File: config.mk
export PLATFORM = sky130hd
export DESIGN_NAME = hu_pipe_ctrl_flat
export DESIGN_NICKNAME = d
export VERILOG_FILES = /design/src/rtl/hu_pipe_ctrl_if.sv /design/src/rtl/hu_pipe_ctrl.sv /design/src/flat_wrapper.sv
export SDC_FILE = /design/constraint.sdc
export NUM_CORES = 1
export LEC_CHECK = 0
export BUFFER_PORTS_ARGS = -buffer_cell sky130_fd_sc_hd__buf_4
export CORE_ASPECT_RATIO = 0.9
export CORE_UTILIZATION = 40
export DETAILED_ROUTE_END_ITERATION = 10
export GPL_ROUTABILITY_DRIVEN = 0
export HOLD_SLACK_MARGIN = 0.06
export SKIP_LAST_GASP = 1
export SYNTH_ARGS = -nofsm -noshare
export SYNTH_HDL_FRONTEND = slang
export SYNTH_SLANG_ARGS = --single-unit
File: constraint.sdc
create_clock -name CLK -period 2.85 [get_ports CLK]
set_input_delay 0.1425 -clock CLK [delete_from_list [all_inputs] [get_ports CLK]]
set_output_delay 0.1425 -clock CLK [all_outputs]
set_load 0.005 [all_outputs]
File: src/rtl/hu_pipe_ctrl_if.sv
// Hazard-unit memory handshake: instruction/data busy flags in, request
// strobes and replay-buffer select out. Shared stage-control types live in
// the package so the pipeline registers and the bench agree on encodings.

package hu_pipe_ctrl_pkg;
   typedef enum logic [1:0] {
      ENABLE = 2'b00,
      STALL  = 2'b01,
      FLUSH  = 2'b10
   } HAZARD_ctrl;

   typedef enum logic {
      NEXT = 1'b0,
      JUMP = 1'b1
   } IF_ctrl;
endpackage

interface hu_pipe_ctrl_if;
   logic INSTR_mem_busy_in;
   logic DATA_mem_busy_in;
   logic HZ_instr_req;
   logic HZ_data_req;
   logic instr_mux_sel;

   modport master (
      input  INSTR_mem_busy_in,
      input  DATA_mem_busy_in,
      output HZ_instr_req,
      output HZ_data_req,
      output instr_mux_sel
   );

   modport slave (
      output INSTR_mem_busy_in,
      output DATA_mem_busy_in,
      input  HZ_instr_req,
      input  HZ_data_req,
      input  instr_mux_sel
   );
endinterface

File: src/rtl/hu_pipe_ctrl.sv
// Pipeline hazard unit for the 5-stage core: RAW detection, operand
// forwarding selects, memory wait-state FSM with replay and timeout, and a
// saturating stall counter.
// Build option: define HU_FWD_EN to enable EX/MEM and MEM/WB forwarding;
// without it every valid RAW match stalls the front end.

module hu_pipe_ctrl
   import hu_pipe_ctrl_pkg::*;
#(
   parameter int REG_AW      = 5,
   parameter int TIMEOUT_CYC = 1024,
   parameter int PERF_W      = 32
) (
   input  logic              CLK,
   input  logic              RST,
   input  logic              EN,
   hu_pipe_ctrl_if.master    mem,
   input  IF_ctrl            BRANCH_cond_in,
   input  logic [REG_AW-1:0] EX_MEM_RD_in,
   input  logic              EX_MEM_we_rd_in,
   input  logic              EX_MEM_is_load_in,
   input  logic [REG_AW-1:0] MEM_WB_RD_in,
   input  logic              MEM_WB_we_rd_in,
   input  logic [REG_AW-1:0] DEC_EX_RS1_in,
   input  logic [REG_AW-1:0] DEC_EX_RS2_in,
   input  logic              DEC_EX_use_rs1_in,
   input  logic              DEC_EX_use_rs2_in,
   output HAZARD_ctrl        PC_REG_out,
   output HAZARD_ctrl        IF_DEC_out,
   output HAZARD_ctrl        DEC_EX_out,
   output HAZARD_ctrl        EX_MEM_out,
   output HAZARD_ctrl        MEM_WB_out,
   output logic [1:0]        FWD_A_sel,
   output logic [1:0]        FWD_B_sel,
   output logic              HZ_timeout_err,
   output logic [PERF_W-1:0] HZ_stall_cnt
);

   typedef enum logic [2:0] {
      ST_RUN, ST_WAIT_I, ST_WAIT_D, ST_WAIT_B, ST_REPLAY, ST_ERROR
   } state_t;

   localparam int WCNT_W = (TIMEOUT_CYC > 2) ? $clog2(TIMEOUT_CYC) : 1;
   localparam logic [WCNT_W-1:0] TMO_LAST = WCNT_W'((TIMEOUT_CYC > 0) ? TIMEOUT_CYC - 1 : 0);

   state_t            state, state_nxt;
   logic [WCNT_W-1:0] wait_cnt;
   logic              ib, db, in_wait, nxt_wait, tmo_hit;
   logic              ex_ok, wb_ok, m1_ex, m2_ex, m1_wb, m2_wb, ld_use, hz_stall;
   logic [1:0]        fwd_a_c, fwd_b_c;

   assign ib       = mem.INSTR_mem_busy_in;
   assign db       = mem.DATA_mem_busy_in;
   assign in_wait  = state inside {ST_WAIT_I, ST_WAIT_D, ST_WAIT_B};
   assign nxt_wait = state_nxt inside {ST_WAIT_I, ST_WAIT_D, ST_WAIT_B};
   assign tmo_hit  = (TIMEOUT_CYC != 0) && (wait_cnt == TMO_LAST);

   // A producer only counts if it really writes a non-x0 register that a used source reads.
   assign ex_ok  = EX_MEM_we_rd_in && (EX_MEM_RD_in != '0);
   assign wb_ok  = MEM_WB_we_rd_in && (MEM_WB_RD_in != '0);
   assign m1_ex  = ex_ok && DEC_EX_use_rs1_in && (DEC_EX_RS1_in == EX_MEM_RD_in);
   assign m2_ex  = ex_ok && DEC_EX_use_rs2_in && (DEC_EX_RS2_in == EX_MEM_RD_in);
   assign m1_wb  = wb_ok && DEC_EX_use_rs1_in && (DEC_EX_RS1_in == MEM_WB_RD_in);
   assign m2_wb  = wb_ok && DEC_EX_use_rs2_in && (DEC_EX_RS2_in == MEM_WB_RD_in);
   assign ld_use = EX_MEM_is_load_in && (m1_ex || m2_ex);

`ifdef HU_FWD_EN
   // Load data is not available in EX/MEM, so only non-load results forward from there.
   assign hz_stall = ld_use;
   assign fwd_a_c  = (m1_ex && !EX_MEM_is_load_in) ? 2'b01 : (m1_wb ? 2'b10 : 2'b00);
   assign fwd_b_c  = (m2_ex && !EX_MEM_is_load_in) ? 2'b01 : (m2_wb ? 2'b10 : 2'b00);
`else
   // No bypass paths: any in-flight producer of a used source holds the front end.
   assign hz_stall = ld_use || m1_ex || m2_ex || m1_wb || m2_wb;
   assign fwd_a_c  = 2'b00;
   assign fwd_b_c  = 2'b00;
`endif

   // State register; EN low freezes the FSM where it is.
   always_ff @(posedge CLK) begin
      if (RST)     state <= ST_RUN;
      else if (EN) state <= state_nxt;
   end

   // Next state: busy flags pick the wait flavour, the timeout overrides any still-busy wait.
   always_comb begin
      state_nxt = state;
      case (state)
         ST_RUN: begin
            if (ib && db) state_nxt = ST_WAIT_B;
            else if (ib)  state_nxt = ST_WAIT_I;
            else if (db)  state_nxt = ST_WAIT_D;
         end
         ST_WAIT_B: begin
            if ((ib || db) && tmo_hit) state_nxt = ST_ERROR;
            else if (ib && db)         state_nxt = ST_WAIT_B;
            else if (ib)               state_nxt = ST_WAIT_I;
            else if (db)               state_nxt = ST_WAIT_D;
            else                       state_nxt = ST_REPLAY;
         end
         ST_WAIT_I: begin
            if (!ib)         state_nxt = ST_REPLAY;
            else if (tmo_hit) state_nxt = ST_ERROR;
         end
         ST_WAIT_D: begin
            if (!db)         state_nxt = ST_REPLAY;
            else if (tmo_hit) state_nxt = ST_ERROR;
         end
         ST_REPLAY: state_nxt = ST_RUN;
         ST_ERROR:  state_nxt = ST_ERROR;
         default:   state_nxt = ST_RUN;
      endcase
   end

   // Stage controls, strobes and forwarding selects from current state and hazard inputs.
   always_comb begin
      mem.HZ_instr_req  = 1'b0;
      mem.HZ_data_req   = 1'b0;
      mem.instr_mux_sel = 1'b0;
      PC_REG_out = STALL;
      IF_DEC_out = STALL;
      DEC_EX_out = STALL;
      EX_MEM_out = STALL;
      MEM_WB_out = STALL;
      FWD_A_sel  = 2'b00;
      FWD_B_sel  = 2'b00;
      if (RST) begin
         PC_REG_out = FLUSH;
         IF_DEC_out = FLUSH;
         DEC_EX_out = FLUSH;
         EX_MEM_out = FLUSH;
         MEM_WB_out = FLUSH;
      end else if (!EN) begin
         // Pipeline frozen; keep the replay buffer selected if we froze mid-replay.
         mem.instr_mux_sel = (state == ST_REPLAY);
      end else begin
         case (state)
            ST_RUN: begin
               mem.HZ_instr_req = 1'b1;
               mem.HZ_data_req  = 1'b1;
               FWD_A_sel  = fwd_a_c;
               FWD_B_sel  = fwd_b_c;
               EX_MEM_out = ENABLE;
               MEM_WB_out = ENABLE;
               if (hz_stall) begin
                  DEC_EX_out = FLUSH;
               end else if (BRANCH_cond_in == JUMP) begin
                  IF_DEC_out = FLUSH;
                  DEC_EX_out = ENABLE;
               end else begin
                  PC_REG_out = ENABLE;
                  IF_DEC_out = ENABLE;
                  DEC_EX_out = ENABLE;
               end
            end
            ST_REPLAY: begin
               mem.instr_mux_sel = 1'b1;
               FWD_A_sel  = fwd_a_c;
               FWD_B_sel  = fwd_b_c;
               PC_REG_out = ENABLE;
               IF_DEC_out = ENABLE;
               DEC_EX_out = ENABLE;
               EX_MEM_out = ENABLE;
               MEM_WB_out = ENABLE;
            end
            default: ;
         endcase
      end
   end

   // Consecutive wait cycles across all WAIT_* states; cleared once the FSM leaves them.
   always_ff @(posedge CLK) begin
      if (RST)     wait_cnt <= '0;
      else if (EN) wait_cnt <= (in_wait && nxt_wait) ? wait_cnt + 1'b1 : '0;
   end

   // Sticky timeout flag, only reset clears it.
   always_ff @(posedge CLK) begin
      if (RST)                               HZ_timeout_err <= 1'b0;
      else if (EN && state_nxt == ST_ERROR)  HZ_timeout_err <= 1'b1;
   end

   // Saturating count of enabled cycles in which the PC did not advance.
   always_ff @(posedge CLK) begin
      if (RST)
         HZ_stall_cnt <= '0;
      else if (EN && (PC_REG_out != ENABLE) && (HZ_stall_cnt != '1))
         HZ_stall_cnt <= HZ_stall_cnt + 1'b1;
   end

endmodule
File: src/flat_wrapper.sv
// flat-port wrapper written by rule: the top's interface ports become plain ports
module hu_pipe_ctrl_flat import hu_pipe_ctrl_pkg::*;
#(
   parameter int REG_AW      = 5,
   parameter int TIMEOUT_CYC = 1024,
   parameter int PERF_W      = 32
)
  (CLK, RST, EN, BRANCH_cond_in, EX_MEM_RD_in, EX_MEM_we_rd_in, EX_MEM_is_load_in, MEM_WB_RD_in, MEM_WB_we_rd_in, DEC_EX_RS1_in, DEC_EX_RS2_in, DEC_EX_use_rs1_in, DEC_EX_use_rs2_in, PC_REG_out, IF_DEC_out, DEC_EX_out, EX_MEM_out, MEM_WB_out, FWD_A_sel, FWD_B_sel, HZ_timeout_err, HZ_stall_cnt, mem_INSTR_mem_busy_in, mem_DATA_mem_busy_in, mem_HZ_instr_req, mem_HZ_data_req, mem_instr_mux_sel);
  hu_pipe_ctrl_if mem_i ();
  input  logic CLK;
  input  logic RST;
  input  logic EN;
  input  IF_ctrl BRANCH_cond_in;
  input  logic [REG_AW-1:0] EX_MEM_RD_in;
  input  logic EX_MEM_we_rd_in;
  input  logic EX_MEM_is_load_in;
  input  logic [REG_AW-1:0] MEM_WB_RD_in;
  input  logic MEM_WB_we_rd_in;
  input  logic [REG_AW-1:0] DEC_EX_RS1_in;
  input  logic [REG_AW-1:0] DEC_EX_RS2_in;
  input  logic DEC_EX_use_rs1_in;
  input  logic DEC_EX_use_rs2_in;
  output HAZARD_ctrl PC_REG_out;
  output HAZARD_ctrl IF_DEC_out;
  output HAZARD_ctrl DEC_EX_out;
  output HAZARD_ctrl EX_MEM_out;
  output HAZARD_ctrl MEM_WB_out;
  output logic [1:0] FWD_A_sel;
  output logic [1:0] FWD_B_sel;
  output logic HZ_timeout_err;
  output logic [PERF_W-1:0] HZ_stall_cnt;
  input wire logic [$bits(mem_i.INSTR_mem_busy_in)-1:0] mem_INSTR_mem_busy_in;
  input wire logic [$bits(mem_i.DATA_mem_busy_in)-1:0] mem_DATA_mem_busy_in;
  output wire logic [$bits(mem_i.HZ_instr_req)-1:0] mem_HZ_instr_req;
  output wire logic [$bits(mem_i.HZ_data_req)-1:0] mem_HZ_data_req;
  output wire logic [$bits(mem_i.instr_mux_sel)-1:0] mem_instr_mux_sel;
  assign mem_i.INSTR_mem_busy_in = mem_INSTR_mem_busy_in;
  assign mem_i.DATA_mem_busy_in = mem_DATA_mem_busy_in;
  assign mem_HZ_instr_req = mem_i.HZ_instr_req;
  assign mem_HZ_data_req = mem_i.HZ_data_req;
  assign mem_instr_mux_sel = mem_i.instr_mux_sel;
  hu_pipe_ctrl #(.REG_AW(REG_AW), .TIMEOUT_CYC(TIMEOUT_CYC), .PERF_W(PERF_W)) u_core (.CLK(CLK), .RST(RST), .EN(EN), .mem(mem_i), .BRANCH_cond_in(BRANCH_cond_in), .EX_MEM_RD_in(EX_MEM_RD_in), .EX_MEM_we_rd_in(EX_MEM_we_rd_in), .EX_MEM_is_load_in(EX_MEM_is_load_in), .MEM_WB_RD_in(MEM_WB_RD_in), .MEM_WB_we_rd_in(MEM_WB_we_rd_in), .DEC_EX_RS1_in(DEC_EX_RS1_in), .DEC_EX_RS2_in(DEC_EX_RS2_in), .DEC_EX_use_rs1_in(DEC_EX_use_rs1_in), .DEC_EX_use_rs2_in(DEC_EX_use_rs2_in), .PC_REG_out(PC_REG_out), .IF_DEC_out(IF_DEC_out), .DEC_EX_out(DEC_EX_out), .EX_MEM_out(EX_MEM_out), .MEM_WB_out(MEM_WB_out), .FWD_A_sel(FWD_A_sel), .FWD_B_sel(FWD_B_sel), .HZ_timeout_err(HZ_timeout_err), .HZ_stall_cnt(HZ_stall_cnt));
endmodule
-- Yosys cells after proc, flatten, opt, wreduce, memory -nomap -nowiden
Cells that the tools add are included.
- add/subtract/negate cells: 2
- equality and inequality tests: 15
- mux-type cells: 35
- reductions and logical operators: 30
- operators by type and width (cell ; number):
    32-bit by 1-bit adder with 32-bit output, second input constant ; 1
    32-bit != test, second input constant ; 1
    3-bit two-way mux ; 10
    2-bit two-way mux ; 12
    5-bit equality test ; 4
    1-bit logical AND ; 17
    3-bit case mux with 5 select lines ; 1
    3-bit by 2-bit equality test with 1-bit output, second input constant ; 4
    2-bit case mux with 2 select lines ; 3
    10-bit by 1-bit adder with 10-bit output, second input constant ; 1
    10-bit equality test, second input constant ; 1
    10-bit two-way mux ; 1
    5-bit nonzero test ; 2
    3-bit equality test, second input constant ; 3
    1-bit two-way mux ; 8
    3-bit by 1-bit equality test with 1-bit output, second input constant ; 2
    1-bit logical OR ; 6
    3-bit nonzero test ; 2
    3-bit logical NOT ; 1
    2-bit nonzero test ; 1
    2-bit OR reduction ; 1
- flip-flop bits (word level): 46
- input bits: 31
- output and inout port bits: 50
- logic and storage cells: 86

-- Longest topological paths before layout
- depth in word-level cells: 17
- gate-level depth with buffers: 9
- gate-level depth less buffers: 8

-- Worst setup path after synthesis
No wires, ideal clock.
- kind: reg2reg
- start point: register u_core.state[0]
- end point: register u_core.HZ_stall_cnt[28]
- setup time: 67 ps
- arrival time: 1924 ps
- data required time: 2783 ps
- setup slack: 858 ps
- cell stages (with the launch flop): 9
- buffers on the path: 2
- clock period less this slack: 1992 ps
- cells stage by stage: dfxtp_1 or2_1 buf_2 nor3_1 a22o_4 o21bai_4 buf_6 or4_1 a21oi_2
- cells in the longest elaborated chain, start to end: 7
- elaborated cells on any way between the ends: 8
- those cells by class: eq/ne: 1; mux: 3; reduce/logical: 4
- RTL lines (what ; RTL line ; text):
    from (decl) ; hu_pipe_ctrl.sv:46 ; state_t state, state_nxt;
    from (signal assigned) ; hu_pipe_ctrl.sv:82 ; else if (EN) state <= state_nxt;
    3-bit equality test or 3-bit logical NOT (tied branches) ; hu_pipe_ctrl.sv:137 ; case (state)
    2-bit case mux with 2 select lines * ; hu_pipe_ctrl.sv:137 ;
    2-bit two-way mux * ; hu_pipe_ctrl.sv:133 ; end else if (!EN) begin
    2-bit two-way mux * ; hu_pipe_ctrl.sv:127 ; if (RST) begin
    2-bit nonzero test * ; hu_pipe_ctrl.sv:187 ; else if (EN && (PC_REG_out != ENABLE) && (HZ_stall_cnt != '1))
    1-bit logical AND * (2 in series) ; hu_pipe_ctrl.sv:187 ;
    to (signal assigned) ; hu_pipe_ctrl.sv:188 ; HZ_stall_cnt <= HZ_stall_cnt + 1'b1;
    to (decl) ; hu_pipe_ctrl.sv:36 ; output logic [PERF_W-1:0] HZ_stall_cnt
Mark *: on every way between the ends. The rest lies on a longest branch, timed or not.
A chain may end at the register's enable or synchronous reset.

-- Worst setup path after layout
- start point: register u_core.HZ_stall_cnt[7]
- end point: register u_core.HZ_stall_cnt[25]
- cells in the longest elaborated chain, start to end: 2
- elaborated cells on any way between the ends: 3
- those cells by class: add/sub: 1; eq/ne: 1; reduce/logical: 1
- RTL lines (what):
    parallel branches: the longest is 2 deep, another holds 32-bit by 1-bit adder with 32-bit output
Parallel ways; which one is timed is not known.

==> flow_summary.yaml <==
route:
  ant_nets: 0
  vias_per_cell: 5.45
  drt_wl_total_mm: 7.14
  num_vias: 2774
  post_drt_wl_per_cell_um: 14.0
  first_pass_iters: 4
  post-route-drc-count: 0
  dr.first_iter.drc_count: 138
grt:
  grt_max_degree: 50
  grt_pass1_wl_mm: 12.0
  track_usage: 0.199
  grt_overflow_total: 0
  antenna_found_initial: 0
  grt_pass1_vias: 2633
timing:
  setup_viol: 0
  min_period_ns: 2.44
  fin_skew_ns: 0.00839
  fmax_mhz: 410
  report.final.slew_viol_count: 0
  final.setup.tns_ns: 0
  max_slew_margin: 0.630
  fin_crit_sh: 0.855
  hold_viol_final: 0
  tightest_slew_ns: 0.553
  rsz0062_at_grt: "no"
die:
  core_mm2: 0.00669
  die-area_mm2: 0.00736
  dieWidth_um: 90.4
  initial_core_util: 0.420
  ioPinCount: 81
  rows: 28
  die_h_um: 81.5
layout:
  area_growth_pct: 23.3
  insertedDiodeCount: 0
  num-nets-final: 451
  drive_above_1_share: 0.241
  final_common_cell: "buf_4"
  layout_common_cells: "81 x buf_4, 46 x dfxtp_1, 35 x nand2_1, 33 x a21oi_1, 29 x nor2_1"
clocking:
  cts_root_buf: "clkbuf_8"
  clkTransAtPathRegs_ns: 0.10
  cts.repair_timing.setup_buffer_count: 0
  clk_latency_ns: 0.30
  h-tree-depth: 2
  postCtsResizedCells: 0
  cts_buffers: 5
  hold_buffers: 0
  cts_tree: "done"
  clock_path_buffers: 2
  cts_sinks: 46
synth:
  syn_area_mm2: 0.00281
  yosysWarningCount: 0
  synth_ff_type: "dfxtp_1"
  syn_inst: 354
  ys_ff_latch: 46
  synth_area_per_cell_um2: 7.94
  synthArstFlopShare: 0
  ys_seq_area_frac: 0.328
  synth_edf_count: 0
  synth.largest_area_cell: "dfxtp_1"
  synth_top_area_frac: 0.328
  ys_top_cells_by_area: "dfxtp_1 33%, xnor2_1 7.5%, a21oi_1 5.9%"
  synth.distinct_cells: 47
critical_path:
  cp.arrival_ns: 2.61
  cp-start-kind: "register"
  timing_worst_setup_path_type: "reg2reg"
  cp_slowest_cell: "dfxtp_1"
  critPathTopFamily: "simple AND/OR/NAND/NOR gates"
  critical_path_required_ns: 3.02
  crit_buf_inv: 1
  cpPeakStageDelay_ns: 0.45
  crit_path_end_kind: "register"
  cp_max_fo: 21
  critical_path.cell_chain: "nand4_1 > nor2_1 > nand4_1 > o21ai_0 > o21bai_4 > buf_4 > or4_1 > a21oi_1"
  cpMostUsedCell: "nand4_1"
worst_hold_path:
  hold_class: "in2reg"
power:
  power_w: 0.00139
  ir_drop_mv: 0.183
  leakage_nw: 1.26
  powerDensity_mw_per_mm2: 400
placed_design:
  dp.final_hpwl_mm: 5.23
  port_buffers: 75
flow_run:
  cap_viol_max_count: 0
status:
  status: "finished clean"
cells by family (layout without fill, tap and decap cells):
logic type	after synthesis	in the layout	share of synthesized area
other	1	4	0.00133
AND/OR/NAND/NOR	163	163	0.310
flip-flops	46	46	0.328
XOR/XNOR	30	30	0.0935
buffers and inverters	35	97	0.0837
AO/OA/AOI/OAI	75	75	0.166
multiplexers	2	2	0.00890
adder cells (fa/ha/maj)	2	2	0.00890
final timing paths:
path	depth (start not counted)	from	slack [ns]	endpoint
setup / recovery	8	u_core.HZ_stall_cnt[7]	0.41	u_core.HZ_stall_cnt[25]
hold / removal	3	EN	0.18	u_core.wait_cnt[1]
setup reg to reg	8	u_core.HZ_stall_cnt[7]	0.41	u_core.HZ_stall_cnt[25]
hold reg to reg	2	u_core.HZ_stall_cnt[24]	0.50	u_core.HZ_stall_cnt[24]
state kept, by name (all words and copies together), names as in the netlist:
signal and count:
u_core.HZ_stall_cnt 32, u_core.state 3, u_core.HZ_timeout_err 1, u_core.wait_cnt 10
cell type report:
| type | instances | area [um2] |
|---|---|---|
| sequential | 46 | 921 |
| inverter | 7 | 26.3 |
| clock buffer | 5 | 68.8 |
| fill | 687 | 3230 |
| timing repair buffer | 82 | 628 |
| clock inverter | 3 | 43.8 |
| tap | 90 | 113 |
| multi-input combinational | 276 | 1670 |
report_power, final:
part	switching, W	total (W)	leakage (nW)	internal [W]
clock network	0.000238	0.000501	0.0585	0.000263
registers	0.0000124	0.000664	0.371	0.000652
logic	0.000113	0.000220	0.832	0.000106
total	0.000364	0.00139	1.26	0.00102
worst reg2reg max path, delay by kind of cell, from the launching register on:
| kind | cells | cell delay (ns) |
|---|---|---|
| AND/OR/NAND/NOR | 4 | 0.90 |
| AO/OA/AOI/OAI | 3 | 0.68 |
| flip-flops | 1 | 0.45 |
| buffers and inverters | 1 | 0.28 |
metrics by stage:
stage	cell area (um2)	setup slack, ns	util	hold slack, ns	instances
6_report	3470	0.413	0.518	0.183	509
5_1_grt	3470	0.178	0.518	0.193	509
4_1_cts	3470	0.442	0.518	0.180	509
3_5_place_dp	3350	0.416	0.501	0.476	501
3_3_place_gp	3350	0.474	0.501	0.460	501
2_1_floorplan	2820	0.858	-	0.366	357
synth_stat cells, types with 2 or more instances:
cell type and count:
ha_1 2, and3_1 6, nand4_1 17, a21oi_1 33, dfxtp_1 46, nor4_1 2, and4_1 2, buf_2 3
nand2b_1 2, o22ai_1 2, o31ai_1 13, a21o_1 2, buf_4 10, inv_1 7, xnor2_1 24, nor3_1 12
nor3b_1 3, clkbuf_1 8, buf_12 2, nand2_1 35, or3_1 18, o21ai_0 2, or4_1 14, nand3_1 12
buf_6 4, nand3b_1 2, nor2_1 29, nor3_2 2, xor2_1 6, and2_1 2, o21ai_1 16
routing by layer:
metal  wire length, um  part of all wire  global-route usage  up-vias
met3               313             0.044              0.0398       11
met1              3490              0.49               0.255     1296
met2              3250              0.45               0.344       74
li1                  -                 -                   -     1393
met5                 0                 0                   0        -
met4                95             0.013              0.0581        0
No activity file was read; power rests on OpenSTA's default activity.
